### src/rtl/doce_tx_arbiter.sv
// Packet-granular round-robin arbiter: transport (s0) and control (s1) frames share one 64-bit MAC Tx stream.
// Zero-cycle pass-through while granted, one arbitration cycle between frames; MAC backpressure goes straight to the granted source.
module doce_tx_arbiter #(
  parameter int CNT_W = 16
) (
  input  logic             clk,
  input  logic             aresetn,
  input  logic [63:0]      s0_axis_tdata,
  input  logic [7:0]       s0_axis_tkeep,
  input  logic             s0_axis_tlast,
  input  logic             s0_axis_tvalid,
  output logic             s0_axis_tready,
  input  logic [63:0]      s1_axis_tdata,
  input  logic [7:0]       s1_axis_tkeep,
  input  logic             s1_axis_tlast,
  input  logic             s1_axis_tvalid,
  output logic             s1_axis_tready,
  output logic [63:0]      doce_axis_txd_tdata,
  output logic [7:0]       doce_axis_txd_tkeep,
  output logic             doce_axis_txd_tlast,
  output logic             doce_axis_txd_tvalid,
  input  logic             doce_axis_txd_tready,
  input  logic             tx_pause,
  output logic             arb_busy,
  output logic             arb_grant,
  output logic [CNT_W-1:0] s0_frame_cnt,
  output logic [CNT_W-1:0] s1_frame_cnt
);

  typedef enum logic {
    IDLE = 1'b0,
    BUSY = 1'b1
  } state_e;

  localparam logic [CNT_W-1:0] CNT_ONE = {{(CNT_W-1){1'b0}}, 1'b1};

  state_e           state_q;
  logic             grant_q;
  logic             grant_d;
  logic [CNT_W-1:0] s0_cnt_q;
  logic [CNT_W-1:0] s1_cnt_q;
  logic             sel_vld;
  logic             sel_last;
  logic             eof_xfer;

  // Contested grant goes to whoever did not win last time; an uncontested one to the sole requester.
  always_comb begin
    grant_d  = (s0_axis_tvalid && s1_axis_tvalid) ? ~grant_q : s1_axis_tvalid;
    sel_vld  = grant_q ? s1_axis_tvalid : s0_axis_tvalid;
    sel_last = grant_q ? s1_axis_tlast  : s0_axis_tlast;
    eof_xfer = (state_q == BUSY) && sel_vld && doce_axis_txd_tready && sel_last;
  end

  always_comb begin
    doce_axis_txd_tdata  = 64'd0;
    doce_axis_txd_tkeep  = 8'd0;
    doce_axis_txd_tlast  = 1'b0;
    doce_axis_txd_tvalid = 1'b0;
    s0_axis_tready       = 1'b0;
    s1_axis_tready       = 1'b0;
    if (state_q == BUSY) begin
      doce_axis_txd_tdata  = grant_q ? s1_axis_tdata : s0_axis_tdata;
      doce_axis_txd_tkeep  = grant_q ? s1_axis_tkeep : s0_axis_tkeep;
      doce_axis_txd_tlast  = sel_last;
      doce_axis_txd_tvalid = sel_vld;
      s0_axis_tready       = ~grant_q & doce_axis_txd_tready;
      s1_axis_tready       =  grant_q & doce_axis_txd_tready;
    end
  end

  // Pause is only looked at here in IDLE, so a frame already granted always runs to its tlast.
  always_ff @(posedge clk) begin
    if (!aresetn) begin
      state_q  <= IDLE;
      grant_q  <= 1'b1;
      s0_cnt_q <= '0;
      s1_cnt_q <= '0;
    end else begin
      case (state_q)
        IDLE: begin
          if (!tx_pause && (s0_axis_tvalid || s1_axis_tvalid)) begin
            grant_q <= grant_d;
            state_q <= BUSY;
          end
        end
        BUSY: begin
          if (eof_xfer) begin
            state_q <= IDLE;
            if (grant_q) s1_cnt_q <= s1_cnt_q + CNT_ONE;
            else         s0_cnt_q <= s0_cnt_q + CNT_ONE;
          end
        end
        default: state_q <= IDLE;
      endcase
    end
  end

  assign arb_busy     = (state_q == BUSY);
  assign arb_grant    = grant_q;
  assign s0_frame_cnt = s0_cnt_q;
  assign s1_frame_cnt = s1_cnt_q;

endmodule

### config.mk
export PLATFORM = sky130hd
export DESIGN_NAME = doce_tx_arbiter
export DESIGN_NICKNAME = d
export VERILOG_FILES = /design/src/rtl/doce_tx_arbiter.sv
export SDC_FILE = /design/constraint.sdc
export NUM_CORES = 1
export LEC_CHECK = 0
export BUFFER_PORTS_ARGS = -buffer_cell sky130_fd_sc_hd__buf_2
export CAP_MARGIN = 5
export CORE_AREA = 4 4 99 101
export CTS_BUF_LIST = sky130_fd_sc_hd__clkbuf_8
export DETAILED_ROUTE_END_ITERATION = 6
export DIE_AREA = 0 0 103 105
export GPL_ROUTABILITY_DRIVEN = 0
export HOLD_SLACK_MARGIN = 0.15
export PLACE_DENSITY = 0.71
export SLEW_MARGIN = 15
export SYNTH_ARGS = -nofsm -noshare
export SYNTH_HDL_FRONTEND = slang
export SYNTH_SLANG_ARGS = --single-unit
### constraint.sdc
create_clock -name clk -period 2.6 [get_ports clk]
set_clock_uncertainty 0.2 [all_clocks]
set_input_delay 0.26 -clock clk [delete_from_list [all_inputs] [get_ports clk]]
set_output_delay 0.26 -clock clk [all_outputs]
set_load 0.005 [all_outputs]
==> results by group, run 1 <==
Finish
  – Cell Count, Final, Fillers Out: 713
  – Register area: 685.7 um2
  – Area of the multi-input gates: 2042 um2
  – Fin nets: 753
  – Synthesis-to-layout area growth: 53.44%
  – Fillers: 920
  – Layout cell share with drive strength beyond 1: 0.4667
  – Fin util: 0.4863

Worst setup path
  – Critical Path End: doce_axis_txd_tdata[20]
  – Reg2reg path depth: 4
  – Crit path launch type: flip-flop
  – Setup CP Type: reg2out
  – CP startpoint: arb_grant
  – Worst EP required: 2.14 ns
  – CP max FO: 53
  – Reg2reg end: s1_frame_cnt[15]
  – CP Data Arrival Time: 1.82 ns
  – Worst reg-to-reg setup slack: 0.45 ns
  – Worst setup EP type: output port
  – FF-to-FF Start: arb_grant

Floorplanning
  – IO Pins: 262
  – Die W: 103 um
  – Row count: 35
  – Starting Density: 0.3169
  – Die Y: 105 um
  – Core ar.: 9021 um2
  – Die area: 10820 um2

Clocking
  – Clock H-tree levels: 2
  – Clk pin slew, worst setup/hold paths: 0.08 ns
  – Cts repair resizes: 0
  – Clk_lat worst skew: 0.29 ns
  – Clk buf depth: 2
  – CTS tree: built
  – CTS buffer count: 5
  – Clock sink count: 34
  – Root Buffer Master: clkbuf_8

Synthesis
  – Yosys top cell area share: 0.2661
  – Most frequent cell after synthesis: mux2i_1
  – Cells after synthesis: 349
  – Sequential-to-total area share from yosys stat: 0.2381
  – Top_reg_cell synth: dfxtp_1
  – Ys async rst share: 0
  – Yosys reg bits: 34
  – Syn Area/Cell: 8.192 um2
  – Mapped cell area: 2859 um2
  – Synthesis Warnings: 0
  – Number of enable flip-flop cells after synthesis: 0
  – Number of distinct library cells after synthesis: 28
  – Largest area contributor in the netlist: mux2i_1
  – Ranking of synthesized cells by area: mux2i_1 27%, dfxtp_1 24%, nor2b_1 16%
  – Commonest cells in the netlist: 76 x mux2i_1, 74 x nor2b_1, 34 x dfxtp_1, 20 x nor2_1, 18 x a21oi_1
  – Post-Syn Nets: 503

STA
  – Worst-margin pin slew: 0.4689 ns
  – RSZ-0062 raised after global routing: no
  – Period utilization: 0.8776
  – Fmax: 0.4383 GHz
  – Final setup TNS: 0 ns
  – Slew Viols, Final: 0
  – Endpoints failing hold: 0
  – Tmin final: 2.282 ns
  – Hold WS: 0.1638 ns
  – Finish-stage setup viols: 0
  – Worst slew margin: 0.6874

Power and ir drop
  – Power per cell area: 336.0 nW/um2
  – Maximum vdd drop: 0.2012 mV
  – Pleak: 2.618 nW
  – Overall power: 1.474 mW

Global routing
  – GRT Util Overall: 0.1921
  – First-pass GRT wire length: 16960 um
  – Antenna violations before repair: 2
  – Grt total ovfl: 0
  – Vias in the first global route: 3517
  – Largest net degree at the start of global routing: 54

Route
  – DR pass1 iterations: 4
  – Antenna viol nets, final: 0
  – Via count: 3441
  – Via density per instance: 4.826
  – DR iter-0 viols: 87
  – Routed len/inst: 15.16 um
  – Post-route DRC: 0
  – Routed wire length: 10810 um

Worst hold path
  – Hold Startpoint: s1_axis_tlast
  – Hold path cells: 4
  – Worst min path class: in2reg

Status
  – Status: finished, final reports clean

Place
  – Dpl cells: 701
  – Final HPWL DP: 8964 um
  – # port buffers: 261

Run
  – Number of max-cap violations: 0
-- worst min-delay path by stage --
stage	slack (ns)	end
floorplan	0.12	arb_grant
global placement	0.25	arb_grant
detailed placement	0.26	arb_grant
CTS	0.16	s1_frame_cnt[2]
global route	0.19	s1_frame_cnt[2]
finish	0.16	s1_frame_cnt[2]
-- cells by family (layout without fill, tap and decap cells) --
group	after synthesis	after routing	share of synthesized area
other	0	2	0
XOR/XNOR	14	14	0.04289
buffers and inverters	32	283	0.04770
AO/OA/AOI/OAI	36	36	0.07309
adder cells (fa/ha/maj)	2	2	0.008751
flip-flops	34	34	0.2381
multiplexers	76	76	0.2661
AND/OR/NAND/NOR	155	155	0.3234
-- flip-flops by register name, indices dropped and copies added (netlist names) --
register	flops
s1_frame_cnt	16
arb_busy	1
s0_frame_cnt	16
arb_grant	1
-- cell type report --
class                   instances  share of cell area
multi-input cells             283              0.4655
repair buffers                267              0.3120
flip-flops and latches         34              0.1563
well taps                     111             0.03166
clock buffers                   6             0.01882
clock inverters                 2            0.007701
inverters                       8            0.006845
diodes                          2            0.001141
-- metrics by stage --
| stage | cell area, um2 | worst slack, ns |
|---|---|---|
| 6_report | 4387 | 0.3182 |
| 5_1_grt | 4387 | 0.1801 |
| 4_1_cts | 4382 | 0.2991 |
| 3_5_place_dp | 4245 | 0.4617 |
| 3_3_place_gp | 4245 | 0.4681 |
| 2_1_floorplan | 2859 | 0.6767 |
-- cells in the final DEF (no fill, tap or decap), types with 3 or more instances in the layout --
cell type / netlist / routed
nand2_1: 11 / 11
and4_1: 4 / 4
buf_4: 0 / 3
a21oi_1: 18 / 18
nand3_1: 10 / 10
o21ai_0: 7 / 7
nor2b_1: 74 / 74
buf_2: 7 / 261
mux2i_1: 76 / 76
inv_1: 8 / 9
nor2_1: 20 / 20
and3_1: 4 / 4
nand4_1: 8 / 8
or3_1: 7 / 7
dfxtp_1: 34 / 32
xor2_1: 10 / 10
xnor2_1: 4 / 4
clkbuf_8: 0 / 6
o31ai_1: 10 / 10
or4_1: 10 / 10
-- report_power, final --
| group | internal, mW | switching (mW) |
|---|---|---|
| sequential | 0.523 | 0.0164 |
| combinational | 0.242 | 0.184 |
| clock | 0.309 | 0.199 |
-- per-layer routing --
metal,up-vias,global-route usage,part of all wire
met2,121,0.3387,0.52
met1,1583,0.2398,0.41
met3,11,0.03338,0.063
met4,0,0.04163,0.013
li1,1726,-,-
met5,-,0,0
-- worst max-delay path: stages (launching register included) --
cell and delay [ns]:
dfxtp_4 0.65, buf_12 0.36, mux2i_1 0.27, nor2b_1 0.06, buf_2 0.13
-- what timing repair did --
action | in CTS | in global routing
buffers inserted | 0 | 0
hold buffers | 2 | 0
endpoints found under the hold margin | 2 | 0
Note: power is estimated with default switching activity, not from simulation.
==> inputs of run 2 (changes only) <==
- CELL_PAD_IN_SITES_DETAIL_PLACEMENT: unset -> 0
- CELL_PAD_IN_SITES_GLOBAL_PLACEMENT: unset -> 1
- CORE_AREA: 4 4 99 101 -> unset
- CORE_MARGIN: unset -> 4
- CORE_UTILIZATION: unset -> 25
- DIE_AREA: 0 0 103 105 -> unset
- GPL_ROUTABILITY_DRIVEN: 0 -> unset
- PLACE_DENSITY: 0.71 -> 0.85
==> results by group, run 2 (synthesis results as in run 1) <==
Global routing
  – Largest net degree at the start of global routing: 56
  – Antenna violations before repair: 4
  – GRT Util Overall: 0.1668
  – First-pass GRT wire length: 17710 um
  – Vias in the first global route: 3397
  – Grt total ovfl: 0

STA
  – Endpoints failing hold: 0
  – Fmax: 0.4278 GHz
  – RSZ-0062 raised after global routing: no
  – Final setup TNS: 0 ns
  – Setup ws final: 0.2622 ns
  – Worst-margin pin slew: 0.7147 ns
  – Worst slew margin: 0.5235
  – Slew Viols, Final: 0
  – Period utilization: 0.8991
  – Finish-stage setup viols: 0
  – Tmin final: 2.338 ns

Route
  – DR pass1 iterations: 4
  – Routed len/inst: 15.63 um
  – Routed wire length: 11600 um
  – Via count: 3414
  – Via density per instance: 4.601
  – DR iter-0 viols: 204
  – Post-route DRC: 0
  – Antenna viol nets, final: 0

Worst setup path
  – Worst setup EP type: flip-flop
  – CP max FO: 55
  – Worst EP required: 2.57 ns
  – Setup CP Type: reg2reg
  – CP Data Arrival Time: 2.31 ns
  – Crit path launch type: flip-flop

Clocking
  – Clk_lat worst skew: 0.28 ns
  – Clk buf depth: 2
  – CTS buffer count: 5
  – Clock H-tree levels: 2
  – CTS tree: built
  – Root Buffer Master: clkbuf_8
  – Clk pin slew, worst setup/hold paths: 0.07 ns
  – Clock sink count: 34

Finish
  – Fin nets: 753
  – Layout cell share with drive strength beyond 1: 0.4667
  – Commonest non-fill, non-tap cells in the layout: 261 x buf_2, 76 x mux2i_1, 74 x nor2b_1, 32 x dfxtp_1, 20 x nor2_1
  – Most common cell after layout, fill and taps aside: buf_2
  – Synthesis-to-layout area growth: 53.39%

Place
  – # port buffers: 261
  – GP Congestion: 0.8637
  – Final HPWL DP: 9699 um
  – Pre-CTS setup slack: 0.4751 ns

Floorplanning
  – IO Pins: 262
  – Starting Density: 0.2592
  – Row count: 38
  – Die Y: 114.9 um
  – Die W: 114.9 um
  – Die area: 13210 um2
  – Core ar.: 11030 um2

Power and ir drop
  – Maximum vdd drop: 0.2302 mV
  – Pleak: 2.599 nW
  – Power per cell area: 311.2 nW/um2

Run
  – Number of max-cap violations: 0

Worst hold path
  – Worst min path class: in2reg

Status
  – Status: finished, final reports clean
-- run 2: worst max-delay path, stage by stage, from the launching register on --
cell	delay [ns]
dfxtp_2	0.59
buf_4	0.45
nor2_1	0.12
a21oi_1	0.15
a31o_2	0.12
nand2_1	0.05
dlygate4sd3_1	0.54
-- run 2: power breakdown --
part | leakage [nW] | switching, mW | internal, mW
sequential | 0.274 | 0.00983 | 0.523
clock | 0.0524 | 0.187 | 0.210
combinational | 2.27 | 0.194 | 0.241
total | 2.60 | 0.391 | 0.974
-- run 2: cell type report --
cell class,instances,area [um2]
fill,1158,6645
clock inverter,2,8.758
inverter,8,30.03
timing repair buffer,267,1356
multi-input combinational,283,2042
antenna,2,5.005
tap,140,175.2
clock buffer,6,82.58
sequential,34,685.7
-- run 2: worst paths after layout --
check / startpoint / to / slack, ns / cells after the start
setup / recovery: arb_busy / arb_grant / 0.26 / 6
hold / removal: tx_pause / arb_busy / 0.18 / 4
setup reg to reg: arb_busy / arb_grant / 0.26 / 6
hold reg to reg: s0_frame_cnt[15] / s0_frame_cnt[15] / 0.28 / 2
-- run 2: what timing repair did --
action,4_1_cts,5_1_grt
endpoints found under the hold margin,2,0
hold buffers,2,0
gates resized for setup,0,0
setup buffers,0,0
-- run 2: stage by stage --
| step | cell area, um2 | std cells | utilization | hold WS [ns] | power (mW) |
|---|---|---|---|---|---|
| CTS | 4380 | 740 | 0.3971 | 0.1731 | 1.390 |
| finish | 4385 | 742 | 0.3976 | 0.1762 | 1.365 |
| global placement | 4269 | 730 | 0.3870 | 0.2448 | 0.9764 |
| global route | 4385 | 742 | 0.3976 | 0.1963 | 1.455 |
| detailed placement | 4269 | 730 | 0.3870 | 0.2417 | 0.9809 |
| floorplan | 2859 | 349 | - | 0.1219 | 0.7564 |
-- run 2: layer usage --
layer	global-route usage	vias up	wire length (um)
met1	0.1978	1547	4527
met5	0	-	21
met3	0.04684	18	893
met4	0.04773	4	211
met2	0.2932	126	5946
li1	-	1719	-
==> inputs of run 3 (changes only) <==
--- a/config.mk
+++ b/config.mk
@@ -11,9 +11,9 @@
 export CELL_PAD_IN_SITES_GLOBAL_PLACEMENT = 1
 export CORE_MARGIN = 4
-export CORE_UTILIZATION = 25
+export CORE_UTILIZATION = 27
 export CTS_BUF_LIST = sky130_fd_sc_hd__clkbuf_8
 export DETAILED_ROUTE_END_ITERATION = 6
 export HOLD_SLACK_MARGIN = 0.15
-export PLACE_DENSITY = 0.85
+export PLACE_DENSITY = 0.9
 export SLEW_MARGIN = 15
 export SYNTH_ARGS = -nofsm -noshare
==> constraint.sdc (replaced) <==
create_clock -name clk -period 2.78 [get_ports clk]
set_clock_uncertainty 0.2 [all_clocks]
set_input_delay 0.417 -clock clk [delete_from_list [all_inputs] [get_ports clk]]
set_output_delay 0.417 -clock clk [all_outputs]
set_load 0.005 [all_outputs]
==> results by group, run 3 (synthesis results as in run 1) <==
Route
  – Antenna viol nets, final: 0
  – DR pass1 iterations: 4
  – Routed wire length: 11440 um
  – Via density per instance: 4.596
  – Post-route DRC: 0
  – Routed len/inst: 15.56 um
  – Via count: 3378
  – DR iter-0 viols: 147

STA
  – RSZ-0062 raised after global routing: no
  – Worst slew margin: 0.7189
  – Endpoints failing hold: 0
  – Final setup TNS: 0 ns
  – Slew Viols, Final: 0
  – Worst-margin pin slew: 0.4216 ns
  – Finish-stage setup viols: 0
  – Period utilization: 0.8523
  – Tmin final: 2.369 ns
  – Fmax: 0.4220 GHz

Global routing
  – GR Util met1: 0.2170
  – Grt total ovfl: 0
  – Vias in the first global route: 3427
  – GR peak layer: met2
  – Met2 Use GR: 0.3058
  – GRT Util Overall: 0.1748
  – Antenna violations before repair: 3
  – GR Util met3: 0.05022
  – Largest net degree at the start of global routing: 63
  – First-pass GRT wire length: 17910 um

Power and ir drop
  – Sw frac: 0.2602
  – Clock share of power: 0.377
  – Combinational power share: 0.279
  – Overall power: 1.453 mW
  – Sequential power share: 0.344
  – Maximum vdd drop: 0.2553 mV
  – Internal power: 1.075 mW
  – Pleak: 2.620 nW
  – Psw: 0.3780 mW
  – Power per cell area: 328.3 nW/um2

Worst setup path
  – CP max FO: 62
  – Worst reg-to-reg setup slack: 0.69 ns
  – Setup CP Type: reg2out
  – Crit path launch type: flip-flop
  – Worst setup EP type: output port
  – CP Data Arrival Time: 1.75 ns
  – Worst EP required: 2.16 ns

Worst hold path
  – Worst min path class: reg2reg

Place
  – GP Congestion: 0.8900
  – Dpl cells: 726
  – Final HPWL DP: 9726 um
  – # port buffers: 261
  – Dpl cell area: 4277 um2

Floorplanning
  – Die W: 110.9 um
  – Die Y: 110.9 um
  – Die area: 12300 um2
  – Core ar.: 10320 um2
  – Starting Density: 0.2769
  – IO Pins: 262
  – Row count: 37

Finish
  – Fin nets: 752
  – Commonest non-fill, non-tap cells in the layout: 261 x buf_2, 76 x mux2i_1, 74 x nor2b_1, 32 x dfxtp_1, 20 x nor2_1
  – Antenna diode count: 0
  – Layout cell share with drive strength beyond 1: 0.4691
  – Most common cell after layout, fill and taps aside: buf_2
  – Cell Count, Final, Fillers Out: 735
  – Synthesis-to-layout area growth: 54.75%
  – Fin util: 0.4286
  – Fin area: 4424 um2

Run
  – Number of max-cap violations: 0

Clocking
  – CTS tree: built
  – Clk_lat worst skew: 0.28 ns
  – CTS buffer count: 5
  – Root Buffer Master: clkbuf_8
  – Clock H-tree levels: 2
  – Cts repair resizes: 0
  – Clk pin slew, worst setup/hold paths: 0.07 ns
  – Clock sink count: 34
  – Clk buf depth: 2

Status
  – Status: finished, final reports clean
run 3: routing by layer:
metal,up-vias,part of all wire
met3,10,0.081
met4,4,0.0058
li1,1718,-
met1,1514,0.42
met2,132,0.49
met5,-,0.0030
run 3: worst max-delay path, cell delays in order, from the launching register on:
cell	delay, ns
dfxtp_4	0.54
buf_12	0.37
mux2i_1	0.32
nor2b_1	0.08
buf_2	0.14
run 3: final timing paths:
| path | from | endpoint | cells after the start |
|---|---|---|---|
| setup / recovery | arb_grant | doce_axis_txd_tdata[31] | 4 |
| hold / removal | s0_frame_cnt[15] | s0_frame_cnt[15] | 2 |
| setup reg to reg | s1_frame_cnt[3] | s1_frame_cnt[13] | 4 |
| hold reg to reg | s0_frame_cnt[15] | s0_frame_cnt[15] | 2 |
run 3: layout make-up:
| cell class | instances | area, um2 |
|---|---|---|
| fill | 1069 | 5899 |
| multi-input combinational | 283 | 2042 |
| timing repair buffer | 266 | 1359 |
| sequential | 34 | 685.7 |
| tap | 136 | 170.2 |
| clock buffer | 5 | 68.82 |
| clock inverter | 3 | 68.82 |
| inverter | 8 | 30.03 |
run 3: power by group through the flow:
stage / sequential, mW / clock [mW] / combinational [mW]
final: 0.500 / 0.547 / 0.405
after detailed placement: 0.512 / 0 / 0.408
after floorplan: 0.504 / 0 / 0.203
after CTS: 0.500 / 0.557 / 0.411
after global placement: 0.511 / 0 / 0.402
after global routing: 0.501 / 0.580 / 0.447
run 3: timing repair:
action | CTS | global route
hold buffers | 1 | 0
buffers inserted | 0 | 0
endpoints found under the hold margin | 1 | 0
run 3: through the flow:
stage                     hold slack (ns)  worst slack (ns)
after detailed placement           0.2693            0.6898
after global placement             0.2552            0.7690
after floorplan                    0.2682            0.8486
after global routing               0.3044            0.3301
final                              0.2802            0.4106
after CTS                          0.2795            0.3820
